==> src/rtl/lsu_pkg.sv <==
// Shared definitions for the load/store unit: RV32I funct3 width codes,
// controller opcodes, the LSU state type and the lane/classification helpers.
package lsu_pkg;

   localparam logic [2:0] F3_B  = 3'b000;
   localparam logic [2:0] F3_H  = 3'b001;
   localparam logic [2:0] F3_W  = 3'b010;
   localparam logic [2:0] F3_BU = 3'b100;
   localparam logic [2:0] F3_HU = 3'b101;

   // Opcodes that steer the controller into MEMORY_READ / MEMORY_WRITE
   localparam logic [6:0] OPC_LOAD  = 7'b0000011;
   localparam logic [6:0] OPC_STORE = 7'b0100011;

   typedef enum logic [1:0] {
      IDLE = 2'd0,
      REQ  = 2'd1,
      DONE = 2'd2
   } lsu_state_e;

   // Byte enables for the access width, shifted into the addressed lane
   function automatic logic [3:0] lane_be(input logic [2:0] f3, input logic [1:0] off);
      logic [3:0] be;
      case (f3[1:0])
         2'b00:   be = 4'b0001 << off;
         2'b01:   be = 4'b0011 << off;
         default: be = 4'b1111;
      endcase
      return be;
   endfunction

   // Store data replicated so the addressed lane always carries the value
   function automatic logic [31:0] store_steer(input logic [2:0] f3, input logic [31:0] wd);
      logic [31:0] s;
      case (f3[1:0])
         2'b00:   s = {4{wd[7:0]}};
         2'b01:   s = {2{wd[15:0]}};
         default: s = wd;
      endcase
      return s;
   endfunction

   // Requests that finish with err and never reach the bus. funct3=011 has
   // no RV32I load or store meaning, so it is rejected for both directions.
   function automatic logic req_bad(input logic wr, input logic [2:0] f3, input logic [1:0] off);
      logic illegal;
      logic misaligned;
      illegal    = (f3[2:1] == 2'b11) || (f3 == 3'b011) ||
                   (wr && !((f3 == F3_B) || (f3 == F3_H) || (f3 == F3_W)));
      misaligned = ((f3[1:0] == 2'b01) && off[0]) ||
                   ((f3[1:0] == 2'b10) && (off != 2'b00));
      return illegal || misaligned;
   endfunction

endpackage

==> src/rtl/load_extend.sv <==
// Load-data extraction: selects the addressed byte/half of the raw bus word
// and sign- or zero-extends it according to funct3.
module load_extend
   import lsu_pkg::*;
(
   input  logic [31:0] word,
   input  logic [1:0]  off,
   input  logic [2:0]  funct3,
   output logic [31:0] ext
);

   logic [31:0] shifted;

   assign shifted = word >> {off, 3'b000};

   // Width/sign selection on the lane-aligned word
   always_comb begin
      ext = word;
      case (funct3)
         F3_B:    ext = {{24{shifted[7]}}, shifted[7:0]};
         F3_H:    ext = {{16{shifted[15]}}, shifted[15:0]};
         F3_BU:   ext = {24'h0, shifted[7:0]};
         F3_HU:   ext = {16'h0, shifted[15:0]};
         default: ext = word;
      endcase
   end

endmodule

==> src/rtl/load_store_unit.sv <==
// RV32I load/store unit: classifies one request, runs a req/ack access to
// data memory with a timeout, and returns extended load data with a
// one-cycle done pulse. All bus outputs are registered.
module load_store_unit
   import lsu_pkg::*;
#(
   parameter int TIMEOUT_CYCLES = 16,
   parameter int ADDR_W         = 32
) (
   input  logic              clk,
   input  logic              reset,
   input  logic              req_valid,
   input  logic              req_write,
   input  logic [2:0]        funct3,
   input  logic [ADDR_W-1:0] addr,
   input  logic [31:0]       wdata,
   output logic              busy,
   output logic              done,
   output logic              err,
   output logic [31:0]       rdata,
   output logic              mem_req,
   output logic              mem_we,
   output logic [3:0]        mem_be,
   output logic [ADDR_W-1:0] mem_addr,
   output logic [31:0]       mem_wdata,
   input  logic              mem_ack,
   input  logic [31:0]       mem_rdata
);

   localparam int CNT_W = $clog2(TIMEOUT_CYCLES + 1);

   lsu_state_e        state_q, state_d;
   logic [CNT_W-1:0]  cnt_q, cnt_d;
   logic [CNT_W-1:0]  cnt_inc;
   logic [2:0]        f3_q, f3_d;
   logic [1:0]        off_q, off_d;
   logic              mem_req_q, mem_req_d;
   logic              mem_we_q, mem_we_d;
   logic [3:0]        mem_be_q, mem_be_d;
   logic [ADDR_W-1:0] mem_addr_q, mem_addr_d;
   logic [31:0]       mem_wdata_q, mem_wdata_d;
   logic [31:0]       rdata_q, rdata_d;
   logic              done_q, done_d;
   logic              err_q, err_d;
   logic [31:0]       load_ext;

   // Captured funct3/offset drive extension while the bus is busy
   load_extend u_load_extend (
      .word   (mem_rdata),
      .off    (off_q),
      .funct3 (f3_q),
      .ext    (load_ext)
   );

   assign cnt_inc = cnt_q + CNT_W'(1);

   // Next-state and output computation for the IDLE/REQ/DONE sequence
   always_comb begin
      state_d     = state_q;
      cnt_d       = cnt_q;
      f3_d        = f3_q;
      off_d       = off_q;
      mem_req_d   = mem_req_q;
      mem_we_d    = mem_we_q;
      mem_be_d    = mem_be_q;
      mem_addr_d  = mem_addr_q;
      mem_wdata_d = mem_wdata_q;
      rdata_d     = rdata_q;
      done_d      = 1'b0;
      err_d       = 1'b0;
      case (state_q)
         IDLE: begin
            cnt_d = '0;
            if (req_valid) begin
               if (req_bad(req_write, funct3, addr[1:0])) begin
                  state_d = DONE;
                  done_d  = 1'b1;
                  err_d   = 1'b1;
               end else begin
                  state_d     = REQ;
                  f3_d        = funct3;
                  off_d       = addr[1:0];
                  mem_req_d   = 1'b1;
                  mem_we_d    = req_write;
                  mem_be_d    = lane_be(funct3, addr[1:0]);
                  mem_addr_d  = {addr[ADDR_W-1:2], 2'b00};
                  mem_wdata_d = store_steer(funct3, wdata);
               end
            end
         end
         REQ: begin
            // Ack takes priority over the timeout on the same cycle
            if (mem_ack) begin
               state_d   = DONE;
               done_d    = 1'b1;
               mem_req_d = 1'b0;
               mem_we_d  = 1'b0;
               cnt_d     = '0;
               if (!mem_we_q) begin
                  rdata_d = load_ext;
               end
            end else if (cnt_inc == CNT_W'(TIMEOUT_CYCLES)) begin
               state_d   = DONE;
               done_d    = 1'b1;
               err_d     = 1'b1;
               mem_req_d = 1'b0;
               mem_we_d  = 1'b0;
               cnt_d     = '0;
            end else begin
               cnt_d = cnt_inc;
            end
         end
         default: begin
            state_d = IDLE;
            cnt_d   = '0;
         end
      endcase
   end

   // State and registered outputs; reset clears the bus request immediately
   always_ff @(posedge clk or negedge reset) begin
      if (!reset) begin
         state_q     <= IDLE;
         cnt_q       <= '0;
         f3_q        <= '0;
         off_q       <= '0;
         mem_req_q   <= 1'b0;
         mem_we_q    <= 1'b0;
         mem_be_q    <= '0;
         mem_addr_q  <= '0;
         mem_wdata_q <= '0;
         rdata_q     <= '0;
         done_q      <= 1'b0;
         err_q       <= 1'b0;
      end else begin
         state_q     <= state_d;
         cnt_q       <= cnt_d;
         f3_q        <= f3_d;
         off_q       <= off_d;
         mem_req_q   <= mem_req_d;
         mem_we_q    <= mem_we_d;
         mem_be_q    <= mem_be_d;
         mem_addr_q  <= mem_addr_d;
         mem_wdata_q <= mem_wdata_d;
         rdata_q     <= rdata_d;
         done_q      <= done_d;
         err_q       <= err_d;
      end
   end

   assign busy      = (state_q != IDLE);
   assign done      = done_q;
   assign err       = err_q;
   assign rdata     = rdata_q;
   assign mem_req   = mem_req_q;
   assign mem_we    = mem_we_q;
   assign mem_be    = mem_be_q;
   assign mem_addr  = mem_addr_q;
   assign mem_wdata = mem_wdata_q;

endmodule

==> config.mk <==
export PLATFORM = sky130hd
export DESIGN_NAME = load_store_unit
export DESIGN_NICKNAME = d
export VERILOG_FILES = /design/src/rtl/lsu_pkg.sv /design/src/rtl/load_extend.sv /design/src/rtl/load_store_unit.sv
export SDC_FILE = /design/constraint.sdc
export NUM_CORES = 1
export LEC_CHECK = 0
export BUFFER_PORTS_ARGS = -buffer_cell sky130_fd_sc_hd__buf_2
export CAP_MARGIN = 30
export CELL_PAD_IN_SITES_DETAIL_PLACEMENT = 0
export CELL_PAD_IN_SITES_GLOBAL_PLACEMENT = 1
export CORE_MARGIN = 2
export CORE_UTILIZATION = 33
export DETAILED_ROUTE_END_ITERATION = 12
export PLACE_DENSITY_LB_ADDON = 0.1
export SETUP_SLACK_MARGIN = 0.2
export SYNTH_ARGS = -nofsm -noshare
export SYNTH_HDL_FRONTEND = slang
export SYNTH_SLANG_ARGS = --single-unit
export TNS_END_PERCENT = 10
==> constraint.sdc <==
create_clock -name clk -period 1.77 [get_ports clk]
set_input_delay 0.354 -clock clk [delete_from_list [all_inputs] [get_ports clk]]
set_output_delay 0.354 -clock clk [all_outputs]
set_load 0.03 [all_outputs]
# --- Word-level counts from Yosys, hierarchy flattened ---
# Cells that the tools add are included.
classes:
  n_addsub: 1
  mul: 0
  div: 0
  n_lt_le_gt_ge: 0
  n_eq_ne: 14
  shifts: 3
  n_mux: 26
  n_bitwise: 2
  n_reduce_logical: 21
op_table:
  columns: ["cell", "count"]
  rows:
  - ["$pmux W32 S4", 1]
  - ["$pmux W32 S2", 1]
  - ["$shr A32 B5 Y16", 1]
  - ["$mux W5", 3]
  - ["$mux W1", 11]
  - ["$mux W2", 4]
  - ["$pmux W1 S2", 4]
  - ["$pmux W4 S2", 1]
  - ["$eq A3 B1 Y1 const B", 2]
  - ["$eq A3 B2 Y1 const B", 2]
  - ["$eq A3 B3 Y1 const B", 2]
  - ["$logic_not A3 Y1", 2]
  - ["$logic_or A1 B1 Y1", 6]
  - ["$reduce_and A3 Y1", 2]
  - ["$reduce_bool A2 Y1", 3]
  - ["$add A5 B1 Y5 const B", 1]
  - ["$eq A5 B5 Y1 const B", 1]
  - ["$eq A2 B1 Y1 const B", 2]
  - ["$eq A2 B2 Y1 const B", 2]
  - ["$logic_not A2 Y1", 2]
  - ["$ne A2 B2 Y1 const B", 2]
  - ["$pmux W2 S2", 1]
  - ["$reduce_and A4 Y1", 1]
  - ["$shl A1 B2 Y4 const A", 1]
  - ["other kinds (6)", 9]
word_totals:
  reg_bits: 114
  latchBits: 0
  ramBits: 0
  rom_bits: 0
  input_bits: 104
  out_inout_bits: 105
  elab_cells: 79
  n_memories: 0

# --- Depth between registers and ports, before layout ---
# Gate-level depths: netlist of the first run.
logic_depth:
  word_depth: 10
  ltp_mapped: 7
  ltp_nobuf: 4

# --- Hierarchy ---
# Synthesis of the first run repeated with hierarchy kept, for this count alone.
hier_totals:
  hier_cells: 470
  hier_area_um2: 5579.1
modules_own_cells:
  columns: ["module", "n_inst", "cells_per_inst", "area_per_inst_um2"]
  rows:
  - ["load_store_unit", 1, 364, 4887.2]
  - ["load_extend", 1, 106, 691.9]

# --- Worst setup path before layout of the first run ---
# Ideal clock, no wire load.
synth_timing:
  path_kind: "input-to-reg"
  from: "input funct3[0]"
  to: "register mem_addr_q[10], in the netlist mem_addr[10]"
  arrival_time_ns: 1.667
  required_ns: 1.642
  slack_ns: -0.024
  cell_stages: 6
  n_path_buf: 3
  cell_sequence: "clkbuf_1 -> nor4_1 -> o21ai_1 -> buf_2 -> buf_2 -> mux2_1"
synth_via:
  elab_chain_cells: 9
  elab_cells_between_ends: 18
  cone_classes: "eq/ne (5); bitwise (1); reduce/logical (12)"
synth_rtl:
  columns: ["item", "line", "source"]
  rows:
  - ["start, declared", "load_store_unit.sv:14", "input logic [2:0] funct3,"]
  - ["$eq A3 B1 Y1 or $logic_not A3 Y1 (tied branches)", "lsu_pkg.sv:49", "(wr && !((f3 == F3_B) || (f3 == F3_H) || (f3 == F3_W)));"]
  - ["$logic_or A1 B1 Y1 (2 in series)", "lsu_pkg.sv:49", null]
  - ["$logic_not A1 Y1", "lsu_pkg.sv:49", null]
  - ["$logic_and A1 B1 Y1", "lsu_pkg.sv:49", null]
  - ["$logic_or A1 B1 Y1", "lsu_pkg.sv:48", "illegal = (f3[2:1] == 2'b11) || (f3 == 3'b011) ||"]
  - ["$logic_or A1 B1 Y1 *", "lsu_pkg.sv:52", "return illegal || misaligned;"]
  - ["$not A1 Y1 (no line) *", null, null]
  - ["$reduce_and A3 Y1 (no line) *", null, null]
  - ["end signal, assigned", "load_store_unit.sv:143", "mem_addr_q <= mem_addr_d;"]
  - ["end, declared", "load_store_unit.sv:40", "logic [ADDR_W-1:0] mem_addr_q, mem_addr_d;"]
# Mark *: on every way between the ends. The rest lies on a longest branch, timed or not.
# A chain may end at the register's enable or synchronous reset.

# --- Worst setup path in the final report of the first run ---
layout_timing:
  from: "register state_q[1]"
  to: "register rdata_q[16], in the netlist rdata[16]"
layout_via:
  elab_chain_cells: 2
layout_rtl:
  columns: ["item", "line", "source"]
  rows:
  - ["start, declared", "load_store_unit.sv:32", "lsu_state_e state_q, state_d;"]
  - ["start signal, assigned", "load_store_unit.sv:136", "state_q <= state_d;"]
  - ["$eq A2 B1 Y1", "load_store_unit.sv:71", "case (state_q)"]
  - ["$reduce_and A3 Y1 (no line)", null, null]
  - ["end signal, assigned", "load_store_unit.sv:145", "rdata_q <= rdata_d;"]
  - ["end, declared", "load_store_unit.sv:42", "logic [31:0] rdata_q, rdata_d;"]
# Every way passes these cells.

==> results of run 1 <==
[sequential cells by signal (all words and copies together) (netlist names), 2 cells and up]
| register | flops |
|---|---|
| rdata | 32 |
| mem_be | 4 |
| mem_wdata | 32 |
| state_q | 2 |
| mem_addr | 30 |
| cnt_q | 5 |
| f3_q | 3 |
| off_q | 2 |
[path summary, 6_finish.rpt]
| kind | endpoint | cells after the start | startpoint |
|---|---|---|---|
| hold reg to reg | mem_wdata[11]$_DFFE_PN0P_ | 2 | mem_wdata[11]$_DFFE_PN0P_ |
| max in group asynchronous | off_q[1]$_DFFE_PN0P_ | 3 | reset |
| min in group asynchronous | mem_addr[23]$_DFFE_PN0P_ | 3 | reset |
| setup / recovery | rdata[16]$_DFFE_PN0P_ | 5 | state_q[1]$_DFFE_PN0P_ |
| hold / removal | mem_addr[15]$_DFFE_PN0P_ | 2 | addr[15] |
| setup reg to reg | rdata[16]$_DFFE_PN0P_ | 5 | state_q[1]$_DFFE_PN0P_ |
[power by group through the flow]
| stage | sequential (mW) | combinational [mW] | clock, mW |
|---|---|---|---|
| after detailed placement | 4.14 | 5.07 | 0 |
| final | 4.11 | 5.09 | 3.86 |
| after CTS | 4.12 | 5.10 | 3.94 |
| after global placement | 4.12 | 5.02 | 0 |
| after floorplan | 5.94 | 1.54 | 0 |
| after global routing | 4.24 | 5.49 | 4.07 |
[layout make-up]
| class | count | area, µm² | area share [%] |
|---|---|---|---|
| flip-flops and latches | 114 | 2860 | 38.3 |
| multi-input cells | 342 | 2260 | 30.3 |
| repair buffers | 239 | 1400 | 18.8 |
| clock buffers | 23 | 498 | 6.68 |
| well taps | 211 | 264 | 3.54 |
| clock inverters | 9 | 174 | 2.33 |
| inverters | 2 | 7.51 | 0.101 |
[per-layer routing]
layer / part of all wire [%] / GRT usage, %
met1: 44 / 22.4
met2: 47 / 29.3
met5: 0 / 0
met4: 0.98 / 5.31
met3: 7.9 / 5.99
[critical path, stage by stage, from the launching register on]
cell      delay, ns
dfrtp_1        0.43
nand2b_4       0.19
or3b_4         0.40
a2111o_1       0.31
buf_6          0.17
nand3_1        0.07
[cells by family after synthesis]
kind of cell	synth area share (%)
AO/OA/AOI/OAI	11.2
XOR/XNOR	0.337
adder cells (fa/ha/maj)	0.241
buffers and inverters	3.13
flip-flops	54.9
multiplexers	16.3
other	0.0722
AND/OR/NAND/NOR	13.8
[repair_timing]
| item | 4_1_cts | 5_1_grt |
|---|---|---|
| setup endpoints to repair | 33 | 86 |
| pin swaps | 0 | 0 |
| hold buffers | 1 | 0 |
| gates resized for setup | 7 | 8 |
| endpoints found under the hold margin | 46 | 0 |
| cloned | 0 | 2 |
| setup buffers | 2 | 0 |
[per-stage QoR]
stage | utilization [%] | area, µm² | total power [mW] | setup TNS, ns
final | 48.7 | 7460 | 13.1 | 0
after global routing | 48.7 | 7460 | 13.8 | 0
after CTS | 48.2 | 7380 | 13.2 | 0
after detailed placement | 43.5 | 6660 | 9.21 | -2.67
after global placement | 43.5 | 6660 | 9.14 | 0
after floorplan | - | 5260 | 7.48 | 0
[synth_stat cells (all sizes together), types with 2 or more instances]
| master | n | area share, % |
|---|---|---|
| nor3b | 2 | 0.29 |
| buf | 12 | 1.3 |
| or2 | 10 | 1.2 |
| nor2 | 35 | 2.5 |
| mux2i | 34 | 6.6 |
| a22o | 7 | 1.2 |
| clkbuf | 23 | 1.7 |
| nand3 | 34 | 3.3 |
| o21ai | 43 | 4.1 |
| nor2b | 4 | 0.48 |
| mux2 | 43 | 9.3 |
| inv | 2 | 0.14 |
| dfrtp | 114 | 55 |
| o22ai | 6 | 0.72 |
| nor3 | 2 | 0.19 |
| nand2 | 66 | 4.8 |
| o21ba | 2 | 0.39 |
| a2bb2oi | 8 | 1.3 |
| nand2b | 4 | 0.48 |
| a21oi | 27 | 2.6 |
==> impl_results.md, run 1 <==
- H-tree depth: 4
- Fin crit share: 92.8%
- GR Overflow Total: 0
- Net switching power: 5.08 mW
- Async set or reset register ratio after synthesis: 100%
- Post-synth EDFFs: 0
- TritonCTS clock tree: yes
- Clk_lat worst skew: 0.41 ns
- Fill count: 1513
- Die H: 129 µm
- Placed Cells: 903
- GPL Wtd Cong: 0.819
- Slew Viols, Final: 0
- Crit path time final: 1.64 ns
- Port Buffers: 206
- CP arrival: 1.98 ns
- Vias per cell: 4.73
- Distinct cells, synth: 39
- Syn-to-layout area delta: 43.5%
- Setup crit end kind: register
- Worst EP required: 2.11 ns
- Clk buf depth: 2
- Most frequent cells in the layout: buf_2 (204), dfrtp_1 (112), nand2_1 (66), o21ai_0 (41), nor2_1 (35)
- Via count: 4446
- Worst vdd rail ir drop: 0.690 mV
- Peak Freq: 609 MHz
- Unrepaired setup endpoints after global routing: yes
- Initial DRC Count: 215
- Vias in the first global route: 4494
- Sequential area share after synthesis: 54.9%
- Ports: 209
- Initial core utilization: 33.9%
- CTS root buf: clkbuf_16
- Wire per inst: 15.8 µm
- Final Non-Filler Cells: 940
- Core area: 15300 µm²
- WS Path Type: register to register
- Pre-CTS setup slack: -0.0768 ns
- Layout cells sized above 1: 41.6%
- Sw frac: 38.9%
- Worst Hold Class: input pin to register
- Drt total wl: 14900 µm
- Mapped Cells: 492
- Most common cell after layout, fill and taps aside: buf_2
- Drt drc: 0
- Antenna Cells: 0
- Synth warn: 0
- Internal: 7.97 mW
- Crit path launch type: register
- Final WS setup: 0.128 ns
- Number of synthesized register bits: 114
- Gate power share: 39.0%
- Inserted Clock Buffers: 17
- Synth Cell Area: 5190 µm²
- # clock sinks: 114
- MaxCap Viol Count: 0
- Largest net degree at the start of global routing: 47
- Initial antenna violation count: 0
- Outcome: finished, final reports clean
- Clock network fraction of design power: 29.6%
- Die Area: 16800 µm²
- Max FO, Critical Path: 16
- HPWL after DPL: 10900 µm
- Syn avg cell area: 10.6 µm²
- DR pass1 iterations: 4
- Worst clock skew: 0.00510 ns
- Die X: 129 µm
- Tot GR Track Use: 17.8%
- Final hold violations: 0
- First-pass GRT wire length: 22900 µm
- Leak: 3.79 nW
- CTS clk-pin slew, worst paths: 0.05 ns
- Max_slew headroom: 65.1%
- ANT nets after route: 0
- Ys flop type: dfrtp_1
- WHS: 0.156 ns
- Final setup viols: 0
- Nets: 821
- Placement Rows: 45
- Power per cell area: 1750 nW/µm²
- Seq pwr share: 31.5%
- R2R setup slack: 0.13 ns
- Slew @ Worst Pin: 0.523 ns
Note: power is estimated with default switching activity, not from simulation.
==> inputs of run 2 (changes only) <==
--- a/config.mk
+++ b/config.mk
@@ -19,2 +19,2 @@
 export SYNTH_SLANG_ARGS = --single-unit
-export TNS_END_PERCENT = 10
+export TNS_END_PERCENT = 100
==> constraint.sdc (replaced) <==
create_clock -name clk -period 1.77 [get_ports clk]
set_input_delay 0.177 -clock clk [delete_from_list [all_inputs] [get_ports clk]]
set_output_delay 0.177 -clock clk [all_outputs]
set_load 0.03 [all_outputs]
==> run 2 against run 1 <==
Die area unchanged. Sequential share of layout area down 2.6 points. Clock power down 3%. Critical path depth up 1. Sequential power up 2%. Fmax up 0.78%. Critical path type unchanged. Largest power group unchanged.
==> impl_results.md, run 2 (synthesized netlist as in run 1, its figures left out) <==
- Outcome: finished, final reports clean
- Slew Viols, Final: 0 (unchanged)
- CTS clk-pin slew, worst paths: 0.05 ns (about the same)
- Wire per inst: 16.9 µm (+6.7%)
- Placement Rows: 45 (unchanged)
- Power per cell area: 1660 nW/µm² (-5.2%)
- Initial DRC Count: 191 (-11%)
- Unrepaired setup endpoints after global routing: yes
- ANT nets after route: 0 (unchanged)
- Post-route setup TNS: 0 ns (unchanged)
- GPL Wtd Cong: 0.782 (-4.4%)
- Via count: 4710 (+5.9%)
- Die Area: 16800 µm² (unchanged)
- Peak Freq: 614 MHz (+0.78%)
- Drt drc: 0 (unchanged)
- Clk buf depth: 2 (unchanged)
- DR pass1 iterations: 4 (unchanged)
- # clock sinks: 114 (unchanged)
- Crit path time final: 1.63 ns (-0.0127 ns)
- Worst EP required: 2.05 ns (-0.06 ns)
- Most frequent cells in the layout: buf_2 (205), dfrtp_1 (110), nand2_1 (48), mux2_1 (35)
- Initial antenna violation count: 1 (+1)
- Nets: 852 (+3.8%)
- Largest net degree at the start of global routing: 44 (-6.4%)
- Clk_lat worst skew: 0.41 ns (about the same)
- Inserted Clock Buffers: 17 (unchanged)
- Largest stage delay on the critical path: 0.39 ns (-0.04 ns)
- Cell breakdown of the critical path: buf_6 > nor3b_2 > buf_4 > o21ai_4 > buf_12 > mux2_1
- Tot GR Track Use: 19.7% (+1.9 points)
- Final setup viols: 0 (unchanged)
- Drt total wl: 16400 µm (+10%)
- Vias in the first global route: 4789 (+6.6%)
- TritonCTS clock tree: yes
- Die H: 129 µm (unchanged)
- CP bufs+invs: 3 (+2)
- Vias per cell: 4.86 (+2.7%)
- Ports: 209 (unchanged)
- GR Overflow Total: 0 (unchanged)
- Syn-to-layout area delta: 54.2%
- Max FO, Critical Path: 18 (+2)
- Worst vdd rail ir drop: 0.742 mV (+7.4%)
- Most common cell after layout, fill and taps aside: buf_2
- CP arrival: 1.91 ns (-0.07 ns)
- Fin crit share: 92.0% (-0.72 points)
- Post-layout util: 52.3% (+3.6 points)
- Crit path launch type: register
- Final hold violations: 0 (unchanged)
- Worst clock skew: 0.00686 ns (+0.00176 ns)
- CTS root buf: clkbuf_16
- Worst Hold Class: input pin to register
- Antenna Cells: 0 (unchanged)
- MaxCap Viol Count: 0 (unchanged)
- Core area: 15300 µm² (unchanged)
- HPWL after DPL: 10900 µm (about the same)
- Initial core utilization: 33.9% (unchanged)
- WS Path Type: register to register
- Die X: 129 µm (unchanged)
- Family with the most delay on the worst path: buffers and inverters
- Layout cells sized above 1: 44.0% (+2.4 points)
- H-tree depth: 4 (unchanged)
- Leak: 3.98 nW (+5.0%)
- Port Buffers: 206 (unchanged)
- Crit path max-delay cell type: dfrtp_1
- Setup crit end kind: register
- First-pass GRT wire length: 25200 µm (+10%)
-- run 2: cell count changes in the layout (fill, tap and decap cells not counted), sizes merged --
cell,change
dlygate4sd3,+30
buf,-2
clkbuf,+1
clkinvlp,+1
-- run 2: worst reg2reg max path: stages, from the launching register on --
cell and delay, ns:
dfrtp_1 0.39, buf_6 0.13, nor3b_2 0.16, buf_4 0.14, o21ai_4 0.13, buf_12 0.22
mux2_1 0.33
-- run 2: worst paths after layout --
kind,startpoint,to,slack [ns],cells past startpoint
worst max-delay path,state_q[1]$_DFFE_PN0P_,mem_addr[4]$_DFFE_PN0P_,0.14,6
worst max register to register,state_q[1]$_DFFE_PN0P_,mem_addr[4]$_DFFE_PN0P_,0.14,6
min in group asynchronous,reset,mem_addr[24]$_DFFE_PN0P_,0.25,2
max in group asynchronous,reset,mem_wdata[2]$_DFFE_PN0P_,0.92,3
worst min register to register,rdata[4]$_DFFE_PN0P_,rdata[4]$_DFFE_PN0P_,0.47,2
worst min-delay path,mem_rdata[30],rdata[30]$_DFFE_PN0P_,0.03,3
-- run 2: routing by layer --
layer / GRT usage, % / part of all wire, %
met3: 7.27 / 6.9
met4: 5.63 / 0.68
met1: 24.8 / 44
met2: 32.0 / 48
met5: 0 / 0.067
-- run 2: cell type report --
type,instances,area (µm²)
clock buffers,21,460
clock inverters,10,181
fillers,1446,7300
inverters,2,7.51
multi-input cells,342,2390
flip-flops and latches,114,2860
well taps,211,264
repair buffers,270,1850
-- run 2: where the power goes --
part | switching, mW | internal [mW]
Sequential | 0.616 | 3.58
Combinational | 3.46 | 1.90
Clock | 1.17 | 2.56
-- run 2: stage by stage --
| stage | std cells | cell area (µm²) | worst slack (ns) | power, mW | hold slack [ns] |
|---|---|---|---|---|---|
| global route | 970 | 8010 | 0.0694 | 14.1 | 0.0235 |
| floorplan | 493 | 5220 | 0.102 | 7.47 | -0.119 |
| CTS | 959 | 7680 | 0.119 | 13.1 | 0.0114 |
| detailed placement | 893 | 6600 | 0.0963 | 9.21 | 0.153 |
| global placement | 893 | 6600 | 0.157 | 9.14 | 0.144 |
| finish | 970 | 8010 | 0.141 | 13.3 | 0.0316 |
-- run 2: timing repair --
item,4_1_cts,5_1_grt
gates resized for setup,7,83
buffers inserted,1,2
hold buffers,31,0
cloned,3,8
pin swaps,0,20
hold endpoints to repair,59,0
endpoints found under the setup margin,71,98
